==> config.mk <==
export PLATFORM = sky130hd
export DESIGN_NAME = lstm_seq_ctrl
export DESIGN_NICKNAME = d
export VERILOG_FILES = /design/src/rtl/lstm_seq_ctrl.sv
export SDC_FILE = /design/constraint.sdc
export NUM_CORES = 1
export LEC_CHECK = 0
export CAP_MARGIN = 40
export CORE_MARGIN = 3
export CORE_UTILIZATION = 43
export DETAILED_ROUTE_END_ITERATION = 8
export PLACE_DENSITY = 0.89
export SYNTH_ARGS = -nofsm -noshare
export SYNTH_HDL_FRONTEND = slang
export SYNTH_SLANG_ARGS = --single-unit
==> constraint.sdc <==
create_clock -name clk -period 2.4 [get_ports clk]
set_clock_uncertainty 0.2 [all_clocks]
set_input_delay 0.48 -clock clk [delete_from_list [all_inputs] [get_ports clk]]
set_output_delay 0.48 -clock clk [all_outputs]
set_load 0.05 [all_outputs]
==> src/rtl/lstm_seq_ctrl.sv <==
// lstm_seq_ctrl: per-timestep sequencer feeding a combinational LSTM cell and streaming h_out
module lstm_seq_ctrl #(
   parameter int W      = 16,
   parameter int SETTLE = 2,
   parameter int LEN_W  = 8
) (
   input  logic             clk,
   input  logic             rst,
   input  logic             start_i,
   input  logic [LEN_W-1:0] seq_len_i,
   input  logic             abort_i,
   input  logic             x_valid_i,
   input  logic [W-1:0]     x_data_i,
   output logic             x_ready_o,
   output logic [W-1:0]     cell_x_o,
   output logic [W-1:0]     cell_c_in_o,
   output logic [W-1:0]     cell_h_in_o,
   input  logic [W-1:0]     cell_c_out_i,
   input  logic [W-1:0]     cell_h_out_i,
   output logic             y_valid_o,
   output logic [W-1:0]     y_data_o,
   output logic             y_last_o,
   input  logic             y_ready_i,
   output logic             busy_o,
   output logic             done_o,
   output logic [W-1:0]     c_final_o,
   output logic [W-1:0]     h_final_o
);
   localparam int CNT_W = 4;
   typedef enum logic [2:0] {S_IDLE, S_WAIT_X, S_SETTLE, S_EMIT, S_DONE} state_t;
   state_t           state_q, state_d;
   logic [W-1:0]     x_q, c_q, h_q, yd_q, cf_q, hf_q;
   logic [LEN_W-1:0] len_q, step_q;
   logic [CNT_W-1:0] cnt_q;
   logic             yl_q, zl_q;
   logic             go, x_hs, cap, y_hs;
   assign go   = state_q == S_IDLE && start_i && seq_len_i != '0;
   assign x_hs = state_q == S_WAIT_X && x_valid_i && !abort_i;
   assign cap  = state_q == S_SETTLE && cnt_q == '0 && !abort_i;
   assign y_hs = state_q == S_EMIT && y_ready_i && !abort_i;
   assign cell_x_o    = x_q;
   assign cell_c_in_o = c_q;
   assign cell_h_in_o = h_q;
   assign y_data_o    = yd_q;
   assign y_last_o    = yl_q;
   assign c_final_o   = cf_q;
   assign h_final_o   = hf_q;
   // state register
   always_ff @(posedge clk) state_q <= rst ? S_IDLE : state_d;
   // next-state: abort from any active state overrides every handshake
   always_comb begin
      state_d = state_q;
      case (state_q)
         S_IDLE:   if (go) state_d = S_WAIT_X;
         S_WAIT_X: if (x_valid_i) state_d = S_SETTLE;
         S_SETTLE: if (cnt_q == '0) state_d = S_EMIT;
         S_EMIT:   if (y_ready_i) state_d = yl_q ? S_DONE : S_WAIT_X;
         S_DONE:   state_d = S_IDLE;
         default:  state_d = S_IDLE;
      endcase
      if (abort_i && state_q != S_IDLE) state_d = S_IDLE;
   end
   // outputs decoded from state; zero-length starts pulse done without leaving IDLE
   always_comb begin
      x_ready_o = state_q == S_WAIT_X;
      y_valid_o = state_q == S_EMIT;
      busy_o    = state_q != S_IDLE;
      done_o    = state_q == S_DONE || zl_q;
   end
   // datapath: sample, settle countdown, bit-exact capture of the cell results
   always_ff @(posedge clk) begin
      if (rst) begin
         x_q <= '0; c_q <= '0; h_q <= '0; yd_q <= '0; cf_q <= '0; hf_q <= '0;
         len_q <= '0; step_q <= '0; cnt_q <= '0; yl_q <= 1'b0; zl_q <= 1'b0;
      end else begin
         zl_q <= state_q == S_IDLE && start_i && seq_len_i == '0;
         if (go) begin
            c_q    <= '0;
            h_q    <= '0;
            len_q  <= seq_len_i;
            step_q <= '0;
         end
         if (x_hs) begin
            x_q   <= x_data_i;
            cnt_q <= CNT_W'(SETTLE - 1);
         end else if (state_q == S_SETTLE && cnt_q != '0 && !abort_i) begin
            cnt_q <= cnt_q - CNT_W'(1);
         end
         if (cap) begin
            c_q  <= cell_c_out_i;
            h_q  <= cell_h_out_i;
            yd_q <= cell_h_out_i;
            yl_q <= step_q == len_q - LEN_W'(1);
            cf_q <= cell_c_out_i;
            hf_q <= cell_h_out_i;
         end
         if (y_hs) step_q <= step_q + LEN_W'(1);
      end
   end
endmodule

# == Word-level counts from Yosys, hierarchy flattened ==
# Index checks and enable logic that the tools add are counted.
# totals
ff_bits,105
output_inout_bits,101
wordCells,63
in_bits,62
# classes
reduce_logical,26
addsub,3
n_eq_ne,9
mux,13
# op_table
operator,count
2-to-1 mux 16 bit,3
2-to-1 mux 8 bit,2
2-to-1 mux 3 bit,5
logical AND 1 bit,12
case mux 3 bit (4 select lines),1
"adder 8 x 1 -> 8 bit, second input constant",1
== test 8 bit,1
logical NOT 8 bit,1
nonzero test 8 bit,1
"subtractor 8 x 1 -> 8 bit, second input constant",1
"== test 3 x 2 -> 1 bit, second input constant",2
"!= test 2 bit, second input constant",3
nonzero test 2 bit,3
logical NOT 4 bit,1
AND reduction 4 bit,1
nonzero test 4 bit,1
OR reduction 2 bit,2
"subtractor 4 x 1 -> 4 bit, second input constant",1
"== test 3 x 1 -> 1 bit, second input constant",1
"== test 3 bit, second input constant",1
logical NOT 3 bit,1
nonzero test 3 bit,1
2-to-1 mux 1 bit,2
"!= test 2 x 1 -> 1 bit, second input constant",1
other kinds (2),2

# == Logic depth before layout (Yosys ltp) ==
# Gate-level depths: netlist of run 1.
# depth
word_depth,5
depth_mapped,9

# == Worst setup path before layout of run 1 ==
# Ideal clock, no wire load.
# synth_path
kind,register to register
from,register state_q[0]
to,register step_q[5]
setup_time_ns,0.134
n_path_buf,1
path_stages_with_launch,7
arrival_time_ns,1.573
required_ns,2.066
path_slack_ns,0.494
path_cell_list,dfxtp_1 > buf_2 > or3_1 > nor2_1 > nand2_2 > nand2_1 > a311oi_1
# synth_via
elab_chain_len,4
elab_cells_between_ends,8
cone_classes,eq/ne (1); mux (1); reduce/logical (6)
# synth_lines
item,line_no,text
"start, declared",31,"state_t state_q, state_d;"
"start signal, assigned",49,always_ff @(posedge clk) state_q <= rst ? S_IDLE : state_d;
== test 3 x 2 -> 1 bit / logical NOT 3 bit (equally long branches),"40, 37",
"logical AND 1 bit, on equally long branches (2 in a row)","40, 37",
2-to-1 mux 8 bit / nonzero test 2 bit (equally long branches),--,
"end signal, assigned",97,if (y_hs) step_q <= step_q + LEN_W'(1);
"end, declared",33,"logic [LEN_W-1:0] len_q, step_q;"
# Parallel ways exist; a longest one is shown, timed or not.
# A chain may end at the register's enable or synchronous reset.

# == Final worst setup path of run 1 ==
# layout_path
from,"register cf_q[9], in the netlist c_final_o[9]"
to,output c_final_o[9]
# layout_lines
item,line_no,text
"start, declared",32,"logic [W-1:0] x_q, c_q, h_q, yd_q, cf_q, hf_q;"
"start signal, assigned",94,cf_q <= cell_c_out_i;
"end, declared",26,"output logic [W-1:0] c_final_o,"
# No word-level cell between the ends.

==> results of run 1 <==
## stage by stage
step / utilization [%] / hold WS, ns
global placement: 62.48 / 0.2409
finish: 65.12 / 0.2584
floorplan: - / 0.2478
CTS: 65.12 / 0.2605
global route: 65.12 / 0.2808
detailed placement: 62.48 / 0.2484
## cells by family after synthesis
group                      Yosys count
adders and majority gates            3
DFF                                105
xor gates and xnor gates            15
and+or+nand+nor                    215
muxes                                4
AOI/OAI and AO/OA                  111
buffers and inverters               52
## power breakdown
group          switching [uW]  internal [uW]  leakage (uW)
clock network             655            619      0.000122
registers                38.2           1780      0.000849
logic                     335            244       0.00116
## cell usage after synthesis (2+ instances only)
library cell / n / area share (%)
nand2b_1: 3 / 0.45
nor3_1: 11 / 1.3
nand3_1: 6 / 0.73
nand3b_1: 2 / 0.36
o221ai_1: 2 / 0.42
nor2_1: 15 / 1.4
a21oi_1: 95 / 11
a31oi_1: 2 / 0.30
dfxtp_1: 105 / 51
xor2_1: 8 / 1.7
or3_1: 2 / 0.30
and3_1: 4 / 0.60
clkbuf_1: 16 / 1.5
buf_2: 13 / 1.6
o21ai_0: 2 / 0.24
inv_1: 5 / 0.45
buf_4: 18 / 3.3
nand2_1: 151 / 14
nor4_1: 3 / 0.45
a311oi_1: 3 / 0.63
nor2b_1: 4 / 0.60
mux2i_1: 3 / 0.73
nand4_1: 2 / 0.30
ha_1: 3 / 0.91
xnor2_1: 7 / 1.5
or3b_1: 2 / 0.42
## metal layers
layer | vias to the layer above | track usage [%]
li1 | 1940 | -
met1 | 1838 | 23.06
met2 | 139 | 38.67
met3 | 21 | 7.387
met4 | 0 | 7.123
met5 | - | 0
## final cells by class
| type | count | area [um2] |
|---|---|---|
| Sequential cell | 105 | 2102 |
| Clock inverter | 7 | 121.4 |
| Timing Repair Buffer | 175 | 1757 |
| Clock buffer | 9 | 123.9 |
| Multi-Input combinational cell | 348 | 1762 |
| Fill cell | 767 | 3238 |
| Inverter | 5 | 18.77 |
| Tap cell | 129 | 161.4 |
## sequential cells by signal (all words and copies together), names as in the netlist
signal       flops
c_final_o       16
cell_c_in_o     16
cell_h_in_o     16
cell_x_o        16
h_final_o       16
len_q            8
step_q           8
cnt_q            4
state_q          3
y_last_o         1
zl_q             1
## final timing paths
check	endpoint	slack (ns)	depth (start not counted)
worst min-delay path	c_final_o[4]	0.26	2
worst max register to register	y_last_o	0.27	7
worst max-delay path	c_final_o[9]	0.11	1
worst min register to register	c_final_o[4]	0.26	2
==> metrics.csv, run 1 <==
stage,metric,value,unit
status,status,"complete, no violations",
critical_path,start_kind,flip-flop,
global_route,wire_length_of_the_first_global_routing_pass,19040,um
clocking,clk_transition_reported_paths,0.11,ns
clocking,ctsHtreeMaxLevel,3,
placed_design,place_ws,-0.03875,ns
finish,nets,709,
synthesis,yosys_warnings,0,
synthesis,post_synth.cell_area_avg,8.198,um2
sta,rsz0062_at_grt,false,
finish,drive_gt1_share,6.626,%
route,1st_pass_router_iterations,4,
synthesis,synthesis.area,4140,um2
synthesis,synth_top_family_by_area,simple AND/OR/NAND/NOR gates,
floorplan,floorplan.rows,35,
placed_design,portBuffers,162,
floorplan,die_w,104.1,um
global_route,initial_antenna_violation_count,0,
synthesis,synth-edff-count,0,
sta,final_hold_viol_count,0,
synthesis,dominantRegCellSynth,dfxtp_1,
critical_path,cp_max_fo,2,
finish,layout_commonest_cell,clkdlybuf4s50_1,
sta,fin_tns_setup,0,ns
floorplan,initial_utilization,44.60,%
synthesis,synth_compound_gate_area_share,14.51,%
clocking,post-cts-setup-buffer-count,0,
floorplan,chipHeight,104.1,um
synthesis,synth.area.mux_share,0.9973,%
synthesis,yosys_register_bits,105,
route,vias_per_cell,5.062,
global_route,via_count_of_the_first_global_routing_pass,3991,
synthesis,syn_nets,570,
power,power.density,607.9,nW/um2
power,static-leakage-power,0.002131,uW
placed_design,place_hpwl,8211,um
route,drc,0,
finish,mostFrequentLayoutCells,"clkdlybuf4s50_1 (157), nand2_1 (151), dfxtp_1 (105)",
clocking,tritoncts.num_buffers,9,
sta,final-setup-viol-count,0,
critical_path,cp.arrival,1.61,ns
min_path,hp-start,c_final_o[4],
critical_path,critPathRequiredTime,1.72,ns
route,met3_length,818,um
synthesis,synth_xor_area_share,3.173,%
power,max-vdd-ir-drop,0.4924,mV
flow_run,max_cap_viol_count,0,
floorplan,fp.coreArea,9284,um2
clocking,clk_root_buffer_cell,clkbuf_8,
clocking,tritoncts_clock_tree,yes,
sta,maxSlewViolCount,0,
synthesis,synth_fa_ha_area_share,0.9066,%
critical_path,kind_of_capture_point_of_the_worst_setup_path,output port,
sta,final.period_utilization,95.34,%
critical_path,timing.rr.start,cnt_q[0],
min_path,hold_path_class,reg2reg,
route,met2WireLength,5920,um
synthesis,async_flop_share,0,%
critical_path,timing.setup.critical_path_class,reg2out,
clocking,cts.sink_count,105,
clocking,post_cts_resized,0,
clocking,clkLatencyLatePin,0.37,ns
global_route,globalRouteTotalUtil,21.32,%
finish,antenna-diode-count,0,
global_route,grt_max_degree,74,
critical_path,largest_delay_share_family_worst_path,buffers and inverters,
floorplan,ios,163,
finish,area_delta_synth_final,46.03,%
power,sum_of_internal_switching_and_leakage_power,3675,uW
critical_path,critical-path-max-stage-delay,0.86,ns
floorplan,floorplan.die_area,10840,um2
route,detail-route-antenna-nets,0,
sta,worst_slew_margin_rel,60.96,%
sta,post-route-worst-setup-slack,0.1119,ns
sta,period_minus_slack,2.288,ns
critical_path,cp.buffers_inverters,1,
sta,fmax,437.0,MHz
route,route.vias.total,3938,
sta,worst_pin_slew,0.5857,ns
finish,finish.instance_area,6046,um2
global_route,grt_remaining_overflow,0,
placed_design,placed_cells_incl_taps,762,
finish,fin_cells,778,
synthesis,synthSimpleGateAreaFrac,22.91,%
placed_design,place_congestion,0.8659,
synthesis,syn_inst,505,
placed_design,placed_cell_area,5801,um2
route,detail_route.wirelength,11350,um
synthesis,yosysSeqAreaShare,50.77,%
route,number_of_drc_markers_in_iteration_0,189,
route,dr.max_layer_used,met4,
route,wire_per_inst,14.59,um
critical_path,timing.critical_path.cells,clkdlybuf4s50_1,
clocking,maximum_count_of_clock_buffers_along_a_single_path,2,
clocking,cts_hold_repair.buffers,0,
critical_path,crit_path_top_delay_cell,clkdlybuf4s50_1,
route,met1_length,4345,um
critical_path,startpoint,c_final_o[9],
synthesis,ys_types,44,
Note: power is estimated with default switching activity, not from simulation.
==> run 2, diff against run 1 <==
CELL_PAD_IN_SITES_DETAIL_PLACEMENT = 0   (was unset)
CELL_PAD_IN_SITES_GLOBAL_PLACEMENT = 1   (was unset)
CORE_UTILIZATION = 31   (was 43)
PLACE_DENSITY = 0.9   (was 0.89)
==> run 2 against run 1 <==
Compared with the run above: maximum frequency up 0.75%; clock power up 16%; register-to-register slack about the same; power up 5.3%; non-clock buffer count up 6; global-route usage down 5.7 points; cell count up 6.3%; die area up 36%; flip-flop and latch count unchanged; hold slack worse by 0.0027 ns; routed wire length up 1.4%; final area up 3.1%; critical path type unchanged; critical endpoint is now y_last_o; largest power group unchanged.
==> metrics.csv, run 2 (synthesis gave the netlist of run 1 again) <==
stage,metric,value,unit,change
status,status,"complete, no violations",,
clocking,tritoncts_clock_tree,yes,,
critical_path,r2r-end,y_last_o,,
clocking,clk_transition_reported_paths,0.07,ns,-0.04 ns
clocking,clk_root_buffer_cell,clkbuf_16,,
finish,nets,715,,+0.85%
clocking,cts.sink_count,105,,unchanged
finish,antenna-diode-count,0,,unchanged
route,met2WireLength,5705,um,-3.6%
power,max-vdd-ir-drop,0.4616,mV,-6.3%
floorplan,initial_utilization,32.28,%,-12 points
min_path,hp-start,cell_x_o[3],,
finish,area_delta_synth_final,50.50,%,
sta,rsz0062_at_grt,false,,
clocking,ctsHtreeMaxLevel,3,,unchanged
sta,final-setup-viol-count,0,,unchanged
clocking,tritoncts.num_buffers,9,,unchanged
route,detail_route.wirelength,11510,um,+1.4%
flow_run,max_cap_viol_count,0,,unchanged
global_route,wire_length_of_the_first_global_routing_pass,18370,um,-3.5%
finish,fin_cells,827,,+6.3%
sta,maxSlewViolCount,0,,unchanged
sta,fin_tns_setup,0,ns,unchanged
critical_path,timing.rr.start,cnt_q[0],,
sta,hold-worst-slack,0.2557,ns,-0.002706 ns
sta,worst_pin_slew,0.5542,ns,-0.03140 ns
critical_path,largest_delay_share_family_worst_path,buffers and inverters,,
global_route,grt_remaining_overflow,0,,unchanged
min_path,hold_path_class,reg2reg,,
critical_path,crit_path_top_delay_cell,clkdlybuf4s50_1,,
finish,layout_commonest_cell,clkdlybuf4s50_1,,
route,drc,0,,unchanged
min_path,worstHoldPathCells,2,,unchanged
global_route,via_count_of_the_first_global_routing_pass,3715,,-6.9%
critical_path,timing.critical_path.cells,clkdlybuf4s50_1,,
clocking,clkLatencyLatePin,0.36,ns,about the same
route,vias_per_cell,4.676,,-7.6%
sta,final_hold_viol_count,0,,unchanged
sta,fmax,440.3,MHz,+0.75%
route,detail-route-antenna-nets,0,,unchanged
sta,worst_slew_margin_rel,63.05,%,+2.1 points
critical_path,critPathRequiredTime,1.72,ns,about the same
global_route,grt_max_degree,77,,+4.1%
clocking,post_cts_resized,0,,unchanged
floorplan,fp.coreArea,12820,um2,+38%
sta,final.period_utilization,94.63,%,-0.71 points
global_route,globalRouteTotalUtil,15.61,%,-5.7 points
critical_path,cp_max_fo,4,,+2
placed_design,place_congestion,0.8035,,-7.2%
finish,final_core_utilization,48.59,%,-17 points
route,1st_pass_router_iterations,4,,unchanged
global_route,initial_antenna_violation_count,0,,unchanged
critical_path,cp.buffers_inverters,1,,unchanged
clocking,post-cts-setup-buffer-count,0,,unchanged
sta,period_minus_slack,2.271,ns,-0.01708 ns
floorplan,floorplan.rows,41,,+17%
floorplan,die_w,121.6,um,+17%
min_path,whs_endpoint,cell_x_o[3],,
route,route.vias.total,3867,,-1.8%
route,met3_length,922,um,+13%
placed_design,portBuffers,162,,unchanged
critical_path,cp.arrival,1.59,ns,-0.02 ns
clocking,cts_hold_repair.buffers,0,,unchanged
finish,mostFrequentLayoutCells,"clkdlybuf4s50_1 (157), nand2_1 (151), dfxtp_1 (105)",,
critical_path,kind_of_capture_point_of_the_worst_setup_path,output port,,
finish,drive_gt1_share,7.481,%,+0.86 points
power,power.density,620.9,nW/um2,+2.1%
route,wire_per_inst,13.92,um,-4.6%
critical_path,timing.setup.critical_path_class,reg2out,,
critical_path,r2r_cells,7,,unchanged
route,dr.max_layer_used,met4,,
floorplan,ios,163,,unchanged
placed_design,place_hpwl,8274,um,+0.77%
floorplan,floorplan.die_area,14780,um2,+36%
critical_path,start_kind,flip-flop,,
route,met1_length,4739,um,+9.1%
power,static-leakage-power,0.002195,uW,+3.0%
floorplan,chipHeight,121.6,um,+17%
route,number_of_drc_markers_in_iteration_0,248,,+31%
critical_path,critical-path-max-stage-delay,0.83,ns,-0.03 ns
clocking,maximum_count_of_clock_buffers_along_a_single_path,2,,unchanged
placed_design,placed_cells_incl_taps,811,,+6.4%
critical_path,worst-r2r-setup-slack,0.28,ns,about the same
[run 2: cell types whose count changed in the layout (fill, tap and decap cells not counted)]
cell,delta
buf_12,+3
clkbuf_8,-9
clkinv_8,-2
clkbuf_16,+9
bufinv_16,-2
buf_4,+3
clkinv_4,+3
inv_8,+2
inv_6,-1
[run 2: report_power, final]
part | total, uW | internal (uW) | switching (uW) | leakage (uW)
registers | 1820 | 1780 | 37.3 | 0.000849
clock network | 1470 | 735 | 731 | 0.000146
logic | 583 | 252 | 331 | 0.00120
[run 2: layer usage]
| metal | up-vias | track usage [%] |
|---|---|---|
| li1 | 1958 | - |
| met1 | 1778 | 18.62 |
| met3 | 14 | 6.917 |
| met5 | - | 0 |
| met4 | 0 | 4.622 |
| met2 | 117 | 25.46 |
[run 2: final cells by class]
class                           count  area, um2
Fill cell                        1242       6594
Sequential cell                   105       2102
Timing Repair Buffer              181       1839
Multi-Input combinational cell    348       1762
Clock buffer                        9      225.2
Tap cell                          172      215.2
Clock inverter                      7      68.82
Inverter                            5      18.77
[run 2: metrics by stage]
stage	total power (uW)	setup slack, ns	cell area, um2
global route	4026	0.08600	6231
floorplan	2196	0.4935	4140
CTS	3909	0.1082	6231
detailed placement	2443	-0.04610	5937
finish	3869	0.1289	6231
global placement	2436	-0.004187	5937
[run 2: worst max path at each step]
stage / from / endpoint / slack (ns) / cells past startpoint
3_5_place_dp: seq_len_i[3] / cell_c_in_o[4] / -0.05 / 8
2_1_floorplan: state_q[0] / step_q[5] / 0.49 / 6
5_1_grt: y_last_o / y_last_o / 0.09 / 1
3_3_place_gp: start_i / len_q[0] / -0.004 / 7
4_1_cts: y_last_o / y_last_o / 0.11 / 1
6_report: y_last_o / y_last_o / 0.13 / 1
==> run 3, diff against run 2 <==
ABC_CLOCK_PERIOD_IN_PS = 2400   (was unset)
==> results of run 3 <==
Final layout, timing and power as in run 2 (identical DEF).
